==> config.mk <==
export PLATFORM = sky130hd
export DESIGN_NAME = alu_exec_unit
export DESIGN_NICKNAME = d
export VERILOG_FILES = /design/src/rtl/alu_ctrl_pkg.sv /design/src/rtl/alu_comb_core.sv /design/src/rtl/alu_exec_unit.sv
export SDC_FILE = /design/constraint.sdc
export NUM_CORES = 1
export LEC_CHECK = 0
export BUFFER_PORTS_ARGS = -buffer_cell sky130_fd_sc_hd__buf_2
export CAP_MARGIN = 20
export CORE_UTILIZATION = 50
export CTS_BUF_LIST = sky130_fd_sc_hd__clkbuf_4
export CTS_CLUSTER_DIAMETER = 60
export DETAILED_ROUTE_END_ITERATION = 8
export PLACE_DENSITY = 0.78
export RECOVER_POWER = 100
export SLEW_MARGIN = 20
export SYNTH_ARGS = -nofsm -noshare
export SYNTH_HDL_FRONTEND = slang
export SYNTH_SLANG_ARGS = --single-unit
==> constraint.sdc <==
create_clock -name clk -period 4.6 [get_ports clk]
set_clock_uncertainty 0.15 [all_clocks]
set_input_delay 0 -clock clk [delete_from_list [all_inputs] [get_ports clk]]
set_output_delay 0 -clock clk [all_outputs]
set_load 0.01 [all_outputs]
==> src/rtl/alu_ctrl_pkg.sv <==
// ALU control codes, FSM state encodings and small code-classification helpers.
// Shared by the ALU control decoder and the EX-stage execution unit.
// Pure definitions; no logic is instantiated from this file.
package alu_ctrl_pkg;

  localparam logic [4:0] ALU_ADD  = 5'b00000;
  localparam logic [4:0] ALU_AND  = 5'b00001;
  localparam logic [4:0] ALU_XOR  = 5'b00010;
  localparam logic [4:0] ALU_SLL  = 5'b00011;
  localparam logic [4:0] ALU_SRL  = 5'b00111;
  localparam logic [4:0] ALU_COMP = 5'b01100;
  localparam logic [4:0] ALU_SRA  = 5'b01111;
  localparam logic [4:0] ALU_DIFF = 5'b10000;

  typedef enum logic [1:0] {
    ST_IDLE  = 2'd0,
    ST_SHIFT = 2'd1,
    ST_SCAN  = 2'd2,
    ST_DONE  = 2'd3
  } alu_state_t;

  function automatic logic is_shift(input logic [4:0] code);
    return (code == ALU_SLL) || (code == ALU_SRL) || (code == ALU_SRA);
  endfunction

  function automatic logic is_legal(input logic [4:0] code);
    return (code == ALU_ADD) || (code == ALU_AND) || (code == ALU_XOR) ||
           (code == ALU_COMP) || (code == ALU_DIFF) || is_shift(code);
  endfunction

endpackage

==> src/rtl/alu_comb_core.sv <==
// Single-cycle ALU slice: add, two's-complement (comp), and, xor, with carry-out.
// Purely combinational; the caller registers the outputs.
// Codes outside this group produce result 0 and carry 0.
module alu_comb_core
  import alu_ctrl_pkg::*;
#(
  parameter int WIDTH = 32
) (
  input  logic [4:0]       ctrl,
  input  logic [WIDTH-1:0] a,
  input  logic [WIDTH-1:0] b,
  output logic [WIDTH-1:0] res,
  output logic             carry
);

  logic [WIDTH:0] ext;

  // Select the single-cycle operation; comp uses ~b+1 so carry-out is set only for b==0
  always_comb begin
    ext = '0;
    unique case (ctrl)
      ALU_ADD:  ext = {1'b0, a} + {1'b0, b};
      ALU_COMP: ext = {1'b0, ~b} + {{WIDTH{1'b0}}, 1'b1};
      ALU_AND:  ext = {1'b0, a & b};
      ALU_XOR:  ext = {1'b0, a ^ b};
      default:  ext = '0;
    endcase
  end

  assign res   = ext[WIDTH-1:0];
  assign carry = ext[WIDTH];

endmodule

==> src/rtl/alu_exec_unit.sv <==
// EX-stage ALU: single-cycle ops, iterative shifts (1 bit/cycle), first-difference scan.
// Latency accept->done: 2 cycles, shamt+2 for shifts, diff index+2 (WIDTH+1 if equal).
// start is accepted only in IDLE; busy stays high until the done pulse.
module alu_exec_unit
  import alu_ctrl_pkg::*;
#(
  parameter int WIDTH = 32,
  parameter int SHW   = 5
) (
  input  logic             clk,
  input  logic             rst,
  input  logic             start,
  input  logic [4:0]       ctrl,
  input  logic [WIDTH-1:0] op_a,
  input  logic [WIDTH-1:0] op_b,
  output logic [WIDTH-1:0] result,
  output logic             carry,
  output logic             zero,
  output logic             sign,
  output logic             illegal,
  output logic             busy,
  output logic             done
);

  localparam logic [SHW-1:0] IDX_LAST = SHW'(WIDTH - 1);
  localparam logic [SHW-1:0] CNT_ONE  = SHW'(1);

  alu_state_t       state_q, state_d;
  logic [4:0]       ctrl_q;
  logic [WIDTH-1:0] a_q, b_q, sh_q;
  logic [SHW-1:0]   cnt_q, idx_q;
  logic             shc_q;
  logic             accept;
  logic             scan_hit;

  logic [WIDTH-1:0] core_res;
  logic             core_c;
  logic [WIDTH-1:0] fin_res;
  logic             fin_c;

  assign accept   = (state_q == ST_IDLE) && start;
  assign scan_hit = (a_q[idx_q] != b_q[idx_q]) || (idx_q == IDX_LAST);

  alu_comb_core #(.WIDTH(WIDTH)) u_core (
    .ctrl  (ctrl_q),
    .a     (a_q),
    .b     (b_q),
    .res   (core_res),
    .carry (core_c)
  );

  // State register
  always_ff @(posedge clk) begin
    if (rst) state_q <= ST_IDLE;
    else     state_q <= state_d;
  end

  // Next-state logic; diff checks bit 0 at accept so SCAN begins at index 1
  always_comb begin
    state_d = state_q;
    unique case (state_q)
      ST_IDLE: begin
        if (start) begin
          if (is_shift(ctrl))
            state_d = (op_b[SHW-1:0] == '0) ? ST_DONE : ST_SHIFT;
          else if (ctrl == ALU_DIFF)
            state_d = (op_a[0] != op_b[0]) ? ST_DONE : ST_SCAN;
          else
            state_d = ST_DONE;
        end
      end
      ST_SHIFT: if (cnt_q == CNT_ONE) state_d = ST_DONE;
      ST_SCAN:  if (scan_hit) state_d = ST_DONE;
      ST_DONE:  state_d = ST_IDLE;
      default:  state_d = ST_IDLE;
    endcase
  end

  // Final result/carry selection from the latched operation
  always_comb begin
    fin_res = '0;
    fin_c   = 1'b0;
    unique case (ctrl_q)
      ALU_ADD, ALU_COMP, ALU_AND, ALU_XOR: begin
        fin_res = core_res;
        fin_c   = core_c;
      end
      ALU_SLL, ALU_SRL, ALU_SRA: begin
        fin_res = sh_q;
        fin_c   = shc_q;
      end
      ALU_DIFF: fin_res = (a_q == b_q) ? WIDTH'(WIDTH) : WIDTH'(idx_q);
      default: begin
        fin_res = '0;
        fin_c   = 1'b0;
      end
    endcase
  end

  // Operand latch, shift/scan iteration and registered outputs
  always_ff @(posedge clk) begin
    if (rst) begin
      ctrl_q  <= '0;
      a_q     <= '0;
      b_q     <= '0;
      sh_q    <= '0;
      cnt_q   <= '0;
      idx_q   <= '0;
      shc_q   <= 1'b0;
      result  <= '0;
      carry   <= 1'b0;
      zero    <= 1'b0;
      sign    <= 1'b0;
      illegal <= 1'b0;
      busy    <= 1'b0;
      done    <= 1'b0;
    end else begin
      done <= 1'b0;
      if (accept) begin
        ctrl_q <= ctrl;
        a_q    <= op_a;
        b_q    <= op_b;
        sh_q   <= op_a;
        cnt_q  <= op_b[SHW-1:0];
        idx_q  <= SHW'(op_a[0] == op_b[0]);
        shc_q  <= 1'b0;
        busy   <= 1'b1;
      end
      if (state_q == ST_SHIFT) begin
        cnt_q <= cnt_q - CNT_ONE;
        unique case (ctrl_q)
          ALU_SLL: begin
            sh_q  <= {sh_q[WIDTH-2:0], 1'b0};
            shc_q <= sh_q[WIDTH-1];
          end
          ALU_SRL: begin
            sh_q  <= {1'b0, sh_q[WIDTH-1:1]};
            shc_q <= sh_q[0];
          end
          default: begin
            sh_q  <= {sh_q[WIDTH-1], sh_q[WIDTH-1:1]};
            shc_q <= sh_q[0];
          end
        endcase
      end
      if ((state_q == ST_SCAN) && !scan_hit) idx_q <= idx_q + CNT_ONE;
      if (state_q == ST_DONE) begin
        result  <= fin_res;
        carry   <= fin_c;
        zero    <= (fin_res == '0);
        sign    <= fin_res[WIDTH-1];
        illegal <= !is_legal(ctrl_q);
        busy    <= 1'b0;
        done    <= 1'b1;
      end
    end
  end

endmodule

==> key figures <==
Clocking
  – Hold_buf cts: 99
  – Clk_lat worst skew: 0.59 ns
  – Post-CTS Resized: 0
  – Clk slew on worst S/H paths: 0.15 ns
  – Num CTS Buffers: 17
  – CTS root buffer: clkbuf_4
  – Post-CTS Setup Inserts: 0
  – CTS tree: built
  – Clock Tree Buf Depth: 2
  – H-Tree Level Count: 4
  – Total clock sinks: 151

Placement
  – Detailed placement HPWL: 28.0 mm
  – PortBufs: 109
  – Routability congestion estimate from global placement: 1.04

Routing
  – DR vias/cell: 6.52
  – Routed WL: 40.9 mm
  – Drt first pass iters: 7
  – DRC viols: 0
  – ANT nets after route: 0
  – DR WL/cell: 22.6 um
  – DR iter-0 viols: 1,579
  – Via count: 11.8k

Synthesis
  – Yosys reg bits: 151
  – Post-synth ARST share: 0%
  – Syn_area_per_cell: 7.55 um^2
  – Largest area contributor in the netlist: dfxtp_1
  – Synth unique cells: 77
  – Synth top area share: 28.8%
  – Yosys warning count: 0
  – Nets in the synthesized netlist: 1,505
  – Post-Syn Instances: 1,390
  – Post-synth EDFFs: 0
  – Synth top area cells: dfxtp_1 (29%), nand2_1 (8.8%), a21oi_1 (7.4%)
  – Main flop type after synthesis: dfxtp_1
  – Sequential share of the synthesized area: 28.8%
  – Synthesized area: 10,500 um^2

Floorplan
  – Starting Density: 51.4%
  – Row count: 52
  – DIE WIDTH: 147 um
  – Die Ht: 147 um
  – Num ports: 110
  – Die area: 21,600 um^2
  – CORE AREA: 20,400 um^2

Pwr
  – Static Leakage: 0.00508 uW
  – NetSw: 2990 uW
  – Cell Int Power: 3090 uW
  – Worst vdd ir: 324 uV
  – Combinational Power Share: 52.7%
  – P per Cell Area: 493 nW/um^2
  – Clk pwr share: 14.0%
  – Register share of total power: 33.3%
  – Switching portion of total power: 49.1%

Min path
  – Worst min path class: in -> reg
  – HP Start: op_b[5]

STA
  – Normalized max-slew margin: -30.2%
  – Slew @ Worst Pin: 1.95 ns
  – TNS Setup: 0 ns
  – Minimum clock period: 4.13 ns
  – Max Clock Freq: 0.242 GHz
  – Fin crit share: 89.7%
  – Slew Viols, Final: 108
  – RSZ-0062 raised after global routing: no
  – Endpoints failing hold: 0
  – Final setup fails: 0
  – Hold WS: 0.0325 ns

Critical path
  – CP Launch Type: register
  – CP Capture Type: register
  – WP buf/inv: 1
  – Crit Path Category: reg -> reg
  – Max incr delay on CP: 1.15 ns
  – CP Max Fanout: 27
  – Crit path cell chain: nand3b_1 > a21oi_1 > clkbuf_1 > a222oi_1 > o21ai_0 > a41o_1 > nor3_1 > nor4bb_1 > nand4_1 > o31ai_2
  – CP top delay family: compound AO/OA/AOI/OAI gates
  – Worst r2r src: ctrl_q[0]
  – Worst setup path start: ctrl_q[0]
  – CP required: 4.94 ns
  – Slowest-stage cell, CP: clkbuf_1
  – Crit path DAT: 4.47 ns

Finish
  – # fillers: 1,822
  – Final nets: 1,638
  – Synthesis-to-layout area growth: 17.6%
  – Share of cells above drive strength 1: 10.6%

Global routing
  – Largest net degree at the start of global routing: 110
  – Number of global-route vias before repair: 11.0k
  – Overall Global Routing Usage: 37.6%
  – Overflow after GRT: 0
  – Initial antenna violation count: 1
  – First-pass GRT wire length: 62.4 mm

Run status
  – Violated checks: capacitance limit, slew limit
  – Status: finished with violations

Flow run
  – Max_cap viols: 3
## routing by layer
| layer | share of wire (%) | up-vias | wire [um] | track usage [%] |
|---|---|---|---|---|
| met5 | 0 | - | 0 | 0 |
| met3 | 8.9 | 178 | 3640 | 6.74 |
| met2 | 47 | 711 | 19300 | 62.8 |
| met4 | 6.5 | 0 | 2650 | 23.8 |
| li1 | - | 5390 | - | - |
| met1 | 38 | 5511 | 15300 | 44.5 |
## tightest hold or removal path, stage by stage
cell and delay [ns]:
dlygate4sd3_1 0.53, buf_2 0.12, nand2_1 0.05, a21oi_1 0.05
## cells in the mapped netlist, types with 24 or more instances
master,count
a211oi_1,29
nor3_1,45
ha_1,42
inv_1,24
clkbuf_1,97
a21o_1,26
o21ai_0,48
dfxtp_1,151
a21oi_1,155
nand3_1,48
nand2_1,245
nor4_1,28
mux2i_1,39
nor2_1,96
nand4_1,25
## per-stage QoR
stage                     instances  util [%]  instance area (um^2)  setup slack (ns)  total power (uW)
after floorplan                1390         -                 10500              1.29              4080
after global placement         1675      54.6                 11100             0.760              5000
after detailed placement       1675      54.6                 11100             0.771              5040
after CTS                      1806      60.7                 12400             0.736              5980
after global routing           1807      60.4                 12300             0.276              6420
final                          1807      60.4                 12300             0.473              6080
## logic make-up after synthesis
logic type	after synthesis	share of synthesized area (%)
AOI/OAI and AO/OA	387	24.0
muxes	60	8.12
buffers and inverters	142	5.21
DFF	151	28.8
adders and majority gates	43	5.20
xor gates and xnor gates	32	2.67
and+or+nand+nor	575	26.0
## registers in the layout, indices dropped and copies added, names as in the netlist
name     count
state_q      2
idx_q        5
illegal      1
a_q         32
cnt_q        5
zero         1
busy         1
ctrl_q       5
done         1
sh_q        32
carry        1
shc_q        1
result      32
b_q         32
## layout by cell type, fill, tap and decap left out, drive strengths merged, types with 13 or more instances in the layout
master       synthesis  routed
a211oi              29      29
nand3               48      48
a21oi              155     155
a31oi               13      13
nand2              245     245
dfxtp              151     151
mux2i               39      39
xnor2               13      13
a222oi              19      19
xor2                19      19
nor4                30      30
buf                 20      88
nor2                96      96
inv                 24      29
or3                 16      16
ha                  42      42
dlygate4sd3          0      99
nor3                47      47
clkbuf              97      63
a21o                26      26
mux4                20      20
o21ai               49      49
nand4               25      25
## path summary, 6_finish.rpt
| path | end | slack [ns] | depth (start not counted) |
|---|---|---|---|
| worst min register to register | result[22] | 0.32 | 2 |
| worst min-delay path | b_q[5] | 0.03 | 4 |
| worst max-delay path | zero | 0.47 | 10 |
| worst max register to register | zero | 0.47 | 10 |
## area by class of cell
| class | count | area, um^2 | share of cell area [%] |
|---|---|---|---|
| clock buffers | 19 | 143 | 1.16 |
| clock inverters | 13 | 121 | 0.984 |
| diodes | 1 | 2.50 | 0.0203 |
| inverters | 25 | 93.8 | 0.760 |
| multi-input cells | 1097 | 6960 | 56.4 |
| well taps | 270 | 338 | 2.74 |
| flip-flops and latches | 151 | 3020 | 24.5 |
| repair buffers | 231 | 1660 | 13.4 |
## power groups by stage
stage	combinational, uW	sequential [uW]	clock (uW)
6_report	3200	2020	854
5_1_grt	3470	2050	903
4_1_cts	3130	2000	855
3_5_place_dp	3010	2040	0
3_3_place_gp	2980	2020	0
2_1_floorplan	2210	1870	0
No activity file was read; power rests on OpenSTA's default activity.
